## src/rtl/sle_bank_driver_if.sv

```systemverilog
// ---------------------------------------------------------------------------
// sle_bank_driver_if
// Command handshake between a sequencer and the SLE bank driver.
//
// Signals
//   cmd_valid  command present (master -> slave)
//   cmd_ready  driver accepts a command this cycle (slave -> master)
//   cmd_op     00 NOP, 01 LOAD, 10 CLEAR, 11 SHIFT
//   cmd_data   LOAD value; bit 0 is the SHIFT serial-in bit
//   cmd_count  SHIFT repeat count minus one
// ---------------------------------------------------------------------------
interface sle_bank_driver_if #(
    parameter int WIDTH = 8
);
    logic             cmd_valid;
    logic             cmd_ready;
    logic [1:0]       cmd_op;
    logic [WIDTH-1:0] cmd_data;
    logic [3:0]       cmd_count;

    modport master (
        output cmd_valid,
        output cmd_op,
        output cmd_data,
        output cmd_count,
        input  cmd_ready
    );

    modport slave (
        input  cmd_valid,
        input  cmd_op,
        input  cmd_data,
        input  cmd_count,
        output cmd_ready
    );
endinterface

```

## src/rtl/sle_bank_driver.sv

```systemverilog
// ---------------------------------------------------------------------------
// sle_bank_driver
// Drives the control and data pins of a bank of SLE flip-flops (D, EN, SLn,
// SD, LAT) from a simple command interface, and keeps a shadow copy of what
// the bank holds after its last enabled clock.
//
// Ports
//   i_clk     single clock, all state on the rising edge
//   i_rst     synchronous reset, active-high
//   cmd       command handshake (sle_bank_driver_if.slave)
//   o_d       bank D pins
//   o_en      bank clock enable
//   o_sln     bank synchronous load, active-low
//   o_sd      bank synchronous-load data, constant SD_VAL
//   o_lat     bank latch select, constant 0 (flip-flop mode)
//   o_shadow  expected bank content after the last EN cycle
//   o_done    one-cycle pulse on a command's final drive cycle
//   o_par     (only with SLE_BANK_DRIVER_PARITY_EN) registered even parity
//             of o_shadow
//
// Build option
//   SLE_BANK_DRIVER_PARITY_EN  adds o_par; absent in the default build.
//
// States
//   state   | meaning
//   --------+-------------------------------------------------------------
//   S_IDLE  | waiting for a command, cmd_ready high, bank held (EN=0)
//   S_LOAD  | single drive cycle writing the latched value through D
//   S_CLEAR | single drive cycle pulsing SLn low so the bank takes SD_VAL
//   S_SHIFT | one or more drive cycles shifting the serial-in bit into D
// ---------------------------------------------------------------------------
module sle_bank_driver #(
    parameter int               WIDTH  = 8,
    parameter logic [WIDTH-1:0] SD_VAL = '0
) (
    input  logic                i_clk,
    input  logic                i_rst,
    sle_bank_driver_if.slave    cmd,
    output logic [WIDTH-1:0]    o_d,
    output logic                o_en,
    output logic                o_sln,
    output logic [WIDTH-1:0]    o_sd,
    output logic                o_lat,
    output logic [WIDTH-1:0]    o_shadow,
    output logic                o_done
`ifdef SLE_BANK_DRIVER_PARITY_EN
    ,
    output logic                o_par
`endif
);

    typedef enum logic [1:0] {
        S_IDLE  = 2'd0,
        S_LOAD  = 2'd1,
        S_CLEAR = 2'd2,
        S_SHIFT = 2'd3
    } state_t;

    localparam logic [1:0] OP_NOP   = 2'b00;
    localparam logic [1:0] OP_LOAD  = 2'b01;
    localparam logic [1:0] OP_CLEAR = 2'b10;
    localparam logic [1:0] OP_SHIFT = 2'b11;

    state_t           r_state;
    logic [WIDTH-1:0] r_d;
    logic             r_en;
    logic             r_sln;
    logic             r_done;
    logic [WIDTH-1:0] r_shadow;
    logic [3:0]       r_cnt;
    logic             r_sin;
    logic             w_accept;

    // Ready is held low during reset so nothing is accepted on the edge that
    // is clearing the block.
    assign cmd.cmd_ready = (r_state == S_IDLE) && !i_rst;
    assign w_accept      = cmd.cmd_valid && cmd.cmd_ready;

    assign o_sd  = SD_VAL;
    assign o_lat = 1'b0;

    // Drive values are computed on the accepting edge so each first drive
    // cycle lands exactly one cycle after acceptance. The shadow is updated
    // on the edge that ends a drive cycle, i.e. the edge at which the bank
    // itself captures the driven value.
    always_ff @(posedge i_clk) begin
        if (i_rst) begin
            r_state  <= S_IDLE;
            r_d      <= '0;
            r_en     <= 1'b0;
            r_sln    <= 1'b1;
            r_done   <= 1'b0;
            r_shadow <= '0;
            r_cnt    <= 4'd0;
            r_sin    <= 1'b0;
        end else begin
            case (r_state)
                S_IDLE: begin
                    r_en   <= 1'b0;
                    r_sln  <= 1'b1;
                    r_done <= 1'b0;
                    r_d    <= r_shadow;
                    if (w_accept) begin
                        case (cmd.cmd_op)
                            OP_LOAD: begin
                                r_state <= S_LOAD;
                                r_en    <= 1'b1;
                                r_d     <= cmd.cmd_data;
                                r_done  <= 1'b1;
                            end
                            OP_CLEAR: begin
                                r_state <= S_CLEAR;
                                r_en    <= 1'b1;
                                r_sln   <= 1'b0;
                                r_d     <= r_shadow;
                                r_done  <= 1'b1;
                            end
                            OP_SHIFT: begin
                                r_state <= S_SHIFT;
                                r_en    <= 1'b1;
                                r_sin   <= cmd.cmd_data[0];
                                r_d     <= {r_shadow[WIDTH-2:0], cmd.cmd_data[0]};
                                r_cnt   <= cmd.cmd_count;
                                r_done  <= (cmd.cmd_count == 4'd0);
                            end
                            default: begin
                                // NOP: accepted and dropped.
                                r_state <= S_IDLE;
                            end
                        endcase
                    end
                end

                S_LOAD: begin
                    r_shadow <= r_d;
                    r_en     <= 1'b0;
                    r_done   <= 1'b0;
                    r_state  <= S_IDLE;
                end

                S_CLEAR: begin
                    r_shadow <= SD_VAL;
                    r_d      <= SD_VAL;
                    r_en     <= 1'b0;
                    r_sln    <= 1'b1;
                    r_done   <= 1'b0;
                    r_state  <= S_IDLE;
                end

                S_SHIFT: begin
                    r_shadow <= r_d;
                    if (r_cnt == 4'd0) begin
                        r_en    <= 1'b0;
                        r_done  <= 1'b0;
                        r_state <= S_IDLE;
                    end else begin
                        // Counter stops at zero; it never wraps.
                        r_d    <= {r_d[WIDTH-2:0], r_sin};
                        r_cnt  <= r_cnt - 4'd1;
                        r_done <= (r_cnt == 4'd1);
                    end
                end

                default: begin
                    r_state <= S_IDLE;
                    r_en    <= 1'b0;
                    r_sln   <= 1'b1;
                    r_done  <= 1'b0;
                end
            endcase
        end
    end

    assign o_d      = r_d;
    assign o_en     = r_en;
    assign o_sln    = r_sln;
    assign o_done   = r_done;
    assign o_shadow = r_shadow;

`ifdef SLE_BANK_DRIVER_PARITY_EN
    logic r_par;

    always_ff @(posedge i_clk) begin
        if (i_rst) begin
            r_par <= 1'b0;
        end else begin
            r_par <= ^r_shadow;
        end
    end

    assign o_par = r_par;
`endif

endmodule

```

## src/flat_wrapper.sv

```systemverilog
// flat-port wrapper written by rule: the top's interface ports become plain ports
module sle_bank_driver_flat 
#(
    parameter int               WIDTH  = 8,
    parameter logic [WIDTH-1:0] SD_VAL = '0
)
  (i_clk, i_rst, o_d, o_en, o_sln, o_sd, o_lat, o_shadow, o_done, cmd_cmd_valid, cmd_cmd_op, cmd_cmd_data, cmd_cmd_count, cmd_cmd_ready);
  sle_bank_driver_if #(.WIDTH(WIDTH)) cmd_i ();
  input  logic i_clk;
  input  logic i_rst;
  output logic [WIDTH-1:0] o_d;
  output logic o_en;
  output logic o_sln;
  output logic [WIDTH-1:0] o_sd;
  output logic o_lat;
  output logic [WIDTH-1:0] o_shadow;
  output logic o_done;
  input wire logic [$bits(cmd_i.cmd_valid)-1:0] cmd_cmd_valid;
  input wire logic [$bits(cmd_i.cmd_op)-1:0] cmd_cmd_op;
  input wire logic [$bits(cmd_i.cmd_data)-1:0] cmd_cmd_data;
  input wire logic [$bits(cmd_i.cmd_count)-1:0] cmd_cmd_count;
  output wire logic [$bits(cmd_i.cmd_ready)-1:0] cmd_cmd_ready;
  assign cmd_i.cmd_valid = cmd_cmd_valid;
  assign cmd_i.cmd_op = cmd_cmd_op;
  assign cmd_i.cmd_data = cmd_cmd_data;
  assign cmd_i.cmd_count = cmd_cmd_count;
  assign cmd_cmd_ready = cmd_i.cmd_ready;
  sle_bank_driver #(.WIDTH(WIDTH), .SD_VAL(SD_VAL)) u_core (.i_clk(i_clk), .i_rst(i_rst), .cmd(cmd_i), .o_d(o_d), .o_en(o_en), .o_sln(o_sln), .o_sd(o_sd), .o_lat(o_lat), .o_shadow(o_shadow), .o_done(o_done));
endmodule
```

## config.mk

```make
export PLATFORM = sky130hd
export DESIGN_NAME = sle_bank_driver_flat
export DESIGN_NICKNAME = d
export VERILOG_FILES = /design/src/rtl/sle_bank_driver_if.sv /design/src/rtl/sle_bank_driver.sv /design/src/flat_wrapper.sv
export SDC_FILE = /design/constraint.sdc
export NUM_CORES = 1
export LEC_CHECK = 0
export ABC_CLOCK_PERIOD_IN_PS = 4800
export CORE_ASPECT_RATIO = 1.2
export CORE_MARGIN = 3
export CORE_UTILIZATION = 45
export CTS_BUF_LIST = sky130_fd_sc_hd__clkbuf_4 sky130_fd_sc_hd__clkbuf_8 sky130_fd_sc_hd__clkbuf_16
export DETAILED_ROUTE_END_ITERATION = 16
export GPL_ROUTABILITY_DRIVEN = 0
export PLACE_DENSITY_LB_ADDON = 0.15
export SLEW_MARGIN = 10
export SYNTH_ARGS = -nofsm -noshare
export SYNTH_HDL_FRONTEND = slang
export SYNTH_SLANG_ARGS = --single-unit
```

## constraint.sdc

```tcl
create_clock -name i_clk -period 4.8 [get_ports i_clk]
set_clock_uncertainty 0.15 [all_clocks]
set_input_delay 0.96 -clock i_clk [delete_from_list [all_inputs] [get_ports i_clk]]
set_output_delay 0.96 -clock i_clk [all_outputs]
set_load 0.01 [all_outputs]
```

==> impl_metrics.env <==
export IMPL_synth_edf_count=0
export IMPL_tns_ns=0
export IMPL_crit_slowest_cell="clkdlybuf4s50_1"
export IMPL_critPathKind="primary input to output pin"
export IMPL_cpPeakStageDelay_ns=0.59
export IMPL_post_cts_buffers=0
export IMPL_outcome="finished clean"
export IMPL_drc=0
export IMPL_cts_max_level=1
export IMPL_hold_class="register to register"
export IMPL_dr_pass1_iters=4
export IMPL_initial_core_util=0.492
export IMPL_p_int_mw=0.281
export IMPL_setup_viol=0
export IMPL_worst_pin_slew_ns=1.05
export IMPL_crit_required_ns=3.69
export IMPL_pin_count=46
export IMPL_clock_sinks=26
export IMPL_clk_pin_slew_worst_paths_ns=0.14
export IMPL_via_per_inst=5.85
export IMPL_hold_viol=0
export IMPL_synth_top_area_frac=0.359
export IMPL_p_leak_nw=0.640
export IMPL_post_route_util=0.609
export IMPL_cp_num_buf_inv=2
export IMPL_synth_warnings=0
export IMPL_yosys_area_share_simple=0.187
export IMPL_cap_viol_max_count=0
export IMPL_cts_resized=0
export IMPL_num_vias=1387
export IMPL_cts_hold_buffers=0
export IMPL_postRouteAntennaNets=0
export IMPL_core_mm2=0.00294
export IMPL_die_w_um=57.8
export IMPL_die_area_mm2=0.00394
export IMPL_rows=21
export IMPL_crit_family="buffers and inverters"
export IMPL_seqPwrFrac=0.589
export IMPL_power_frac_clock=0.236
export IMPL_antenna_found_initial=0
export IMPL_grt_pass1_wl_um=5860
export IMPL_crit_path_end_kind="output pin"
export IMPL_period_share=0.691
export IMPL_power_switching_mw=0.102
export IMPL_area_growth_pct=23.7
export IMPL_cts_inserted_buffers=3
export IMPL_slew_headroom=0.293
export IMPL_crit_path_cell_trace="clkdlybuf4s50_1 > nor3_1 > clkdlybuf4s50_1"
export IMPL_finalNonFillerCells=237
export IMPL_sw_frac_of_total=0.267
export IMPL_num_nets_final=230
export IMPL_ys_seq_area_frac=0.359
export IMPL_ys_top_cells_by_area="dfxtp_1, ha_1, nand2_1, a311oi_1, buf_4"
export IMPL_peakVddDrop_mv=0.149
export IMPL_first_global_vias=1359
export IMPL_netlist_area_mm2=0.00145
export IMPL_cts_root_buf="clkbuf_4"
export IMPL_drive_gt1_frac=0.0542
export IMPL_antennaDiodeCount=0
export IMPL_yosysUniqueCellTypes=37
export IMPL_crit_fanout=2
export IMPL_combPwrFrac=0.175
export IMPL_crit_path_frequent_cell="clkdlybuf4s50_1"
export IMPL_fillerInstances=271
export IMPL_muxShareOfSynthArea=0.0216
export IMPL_synth_cells=175
export IMPL_grt_remaining_overflow=0
export IMPL_synth_compound_area_frac=0.257
export IMPL_synth_adder_area_share=0.0691
export IMPL_arrival_ns=2.21
export IMPL_cts_tree="done"
export IMPL_synthXorXnorAreaFrac=0
export IMPL_startpoint_type="primary input"
export IMPL_syn_area_per_cell_um2=8.28
export IMPL_ys_flop_type="dfxtp_1"
export IMPL_dpl_hpwl_um=2590
export IMPL_synth_top_family_by_area="compound AO/OA/AOI/OAI gates"
export IMPL_avgRoutedWirePerCell_um=15.4
export IMPL_grt_max_degree=30
export IMPL_grtUsageTotal=0.188
export IMPL_drt_initial_drc_count=50
export IMPL_portBuffers=36
export IMPL_rsz0062_at_grt="no"
export IMPL_routed_wl_um=3660
export IMPL_synth_seq_cells=26
export IMPL_die_h_um=68.2
export IMPL_clk_latency_ns=0.31
export IMPL_cellPowerDensity_mw_per_mm2=214
export IMPL_detailed_place_area_mm2=0.00177
export IMPL_clock_path_buffers=2
export IMPL_slew_violations=0
export IMPL_dp_cells=234
export IMPL_async_flop_share=0
export IMPL_synth_largest_area_cell="dfxtp_1"
export IMPL_final_cell_area_mm2=0.00179
export IMPL_clock_fmax_mhz=301
export IMPL_min_period_ns=3.32
registers in the layout, summed over array words and instances (netlist names):
register         cells
u_core.r_state       2
u_core.o_shadow      8
u_core.r_cnt         4
u_core.r_sin         1
u_core.o_sln         1
u_core.o_d           8
u_core.o_en          1
u_core.o_done        1
Yosys cell counts (all sizes together) (2+ instances only):
| library cell | count |
|---|---|
| nor2 | 17 |
| a211oi | 2 |
| a311oi | 8 |
| a21oi | 13 |
| a31oi | 8 |
| nor4 | 2 |
| ha | 8 |
| nand3 | 2 |
| a22oi | 6 |
| nor3 | 9 |
| dfxtp | 26 |
| or2 | 2 |
| buf | 15 |
| clkbuf | 5 |
| mux2i | 2 |
| nand2 | 20 |
| o21ai | 7 |
| inv | 8 |
final timing paths:
| check | start | endpoint | slack, ns | cells after the start |
|---|---|---|---|---|
| worst max-delay path | i_rst | cmd_cmd_ready | 1.48 | 3 |
| worst min-delay path | u_core.r_sin | u_core.r_sin | 0.36 | 2 |
| worst max register to register | u_core.r_cnt[0] | u_core.o_d[2] | 2.42 | 6 |
| worst min register to register | u_core.r_sin | u_core.r_sin | 0.36 | 2 |
kinds of logic (layout without fill, tap and decap cells):
family                     count (synthesis)  in the layout
adders and majority gates                  8              8
other                                      1              9
and+or+nand+nor                           58             58
buffers and inverters                     28             48
muxes                                      3              3
AOI/OAI and AO/OA                         51             51
DFF                                       26             26
per-stage QoR:
step | power (mW) | hold WS, ns | setup WS, ns
after global routing | 0.403 | 0.378 | 1.40
after CTS | 0.389 | 0.349 | 1.44
after global placement | 0.296 | 0.322 | 1.47
after floorplan | 0.272 | 0.304 | 2.01
final | 0.383 | 0.355 | 1.48
after detailed placement | 0.297 | 0.327 | 1.46
worst register-to-register path, cell delays in order, from the launching register on:
cell      delay [ns]
dfxtp_1         0.46
inv_1           0.09
ha_1            0.20
nor3b_2         0.19
o21ai_1         0.83
nor2_1          0.09
a311oi_1        0.28
layer usage:
metal	routed length, um	part of all wire	track usage
met4	36	0.0098	0.0812
met2	1860	0.51	0.329
met5	0	0	0
met1	1560	0.43	0.226
met3	200	0.055	0.0302
layout by cell type (no fill, tap or decap), types with 2 or more instances in the layout:
master / Yosys / routed
nor2_1: 17 / 17
o21ai_0: 6 / 6
a31oi_1: 8 / 8
a22oi_1: 6 / 6
conb_1: 1 / 9
a211oi_1: 2 / 2
a311oi_1: 8 / 8
nand3_1: 2 / 2
inv_1: 8 / 8
clkdlybuf4s50_1: 0 / 36
clkbuf_4: 0 / 3
a21oi_1: 13 / 13
nor3_1: 9 / 9
ha_1: 8 / 8
or2_2: 2 / 2
mux2i_1: 2 / 2
nor4_1: 2 / 2
dfxtp_1: 26 / 26
nand2_1: 20 / 20
final cells by class:
| type | instances | area (um^2) | area share |
|---|---|---|---|
| multi-input cells | 129 | 808 | 0.451 |
| flip-flops and latches | 26 | 520 | 0.291 |
| repair buffers | 37 | 368 | 0.205 |
| well taps | 34 | 42.5 | 0.0237 |
| inverters | 8 | 30.0 | 0.0168 |
| clock buffers | 3 | 22.5 | 0.0126 |
power groups by stage:
stage | clock network, mW | registers, mW | logic, mW
6_report | 0.0903 | 0.226 | 0.0670
5_1_grt | 0.103 | 0.227 | 0.0734
4_1_cts | 0.0966 | 0.226 | 0.0669
3_5_place_dp | 0 | 0.230 | 0.0664
3_3_place_gp | 0 | 0.230 | 0.0655
2_1_floorplan | 0 | 0.230 | 0.0426
No activity file was read; power rests on OpenSTA's default activity.
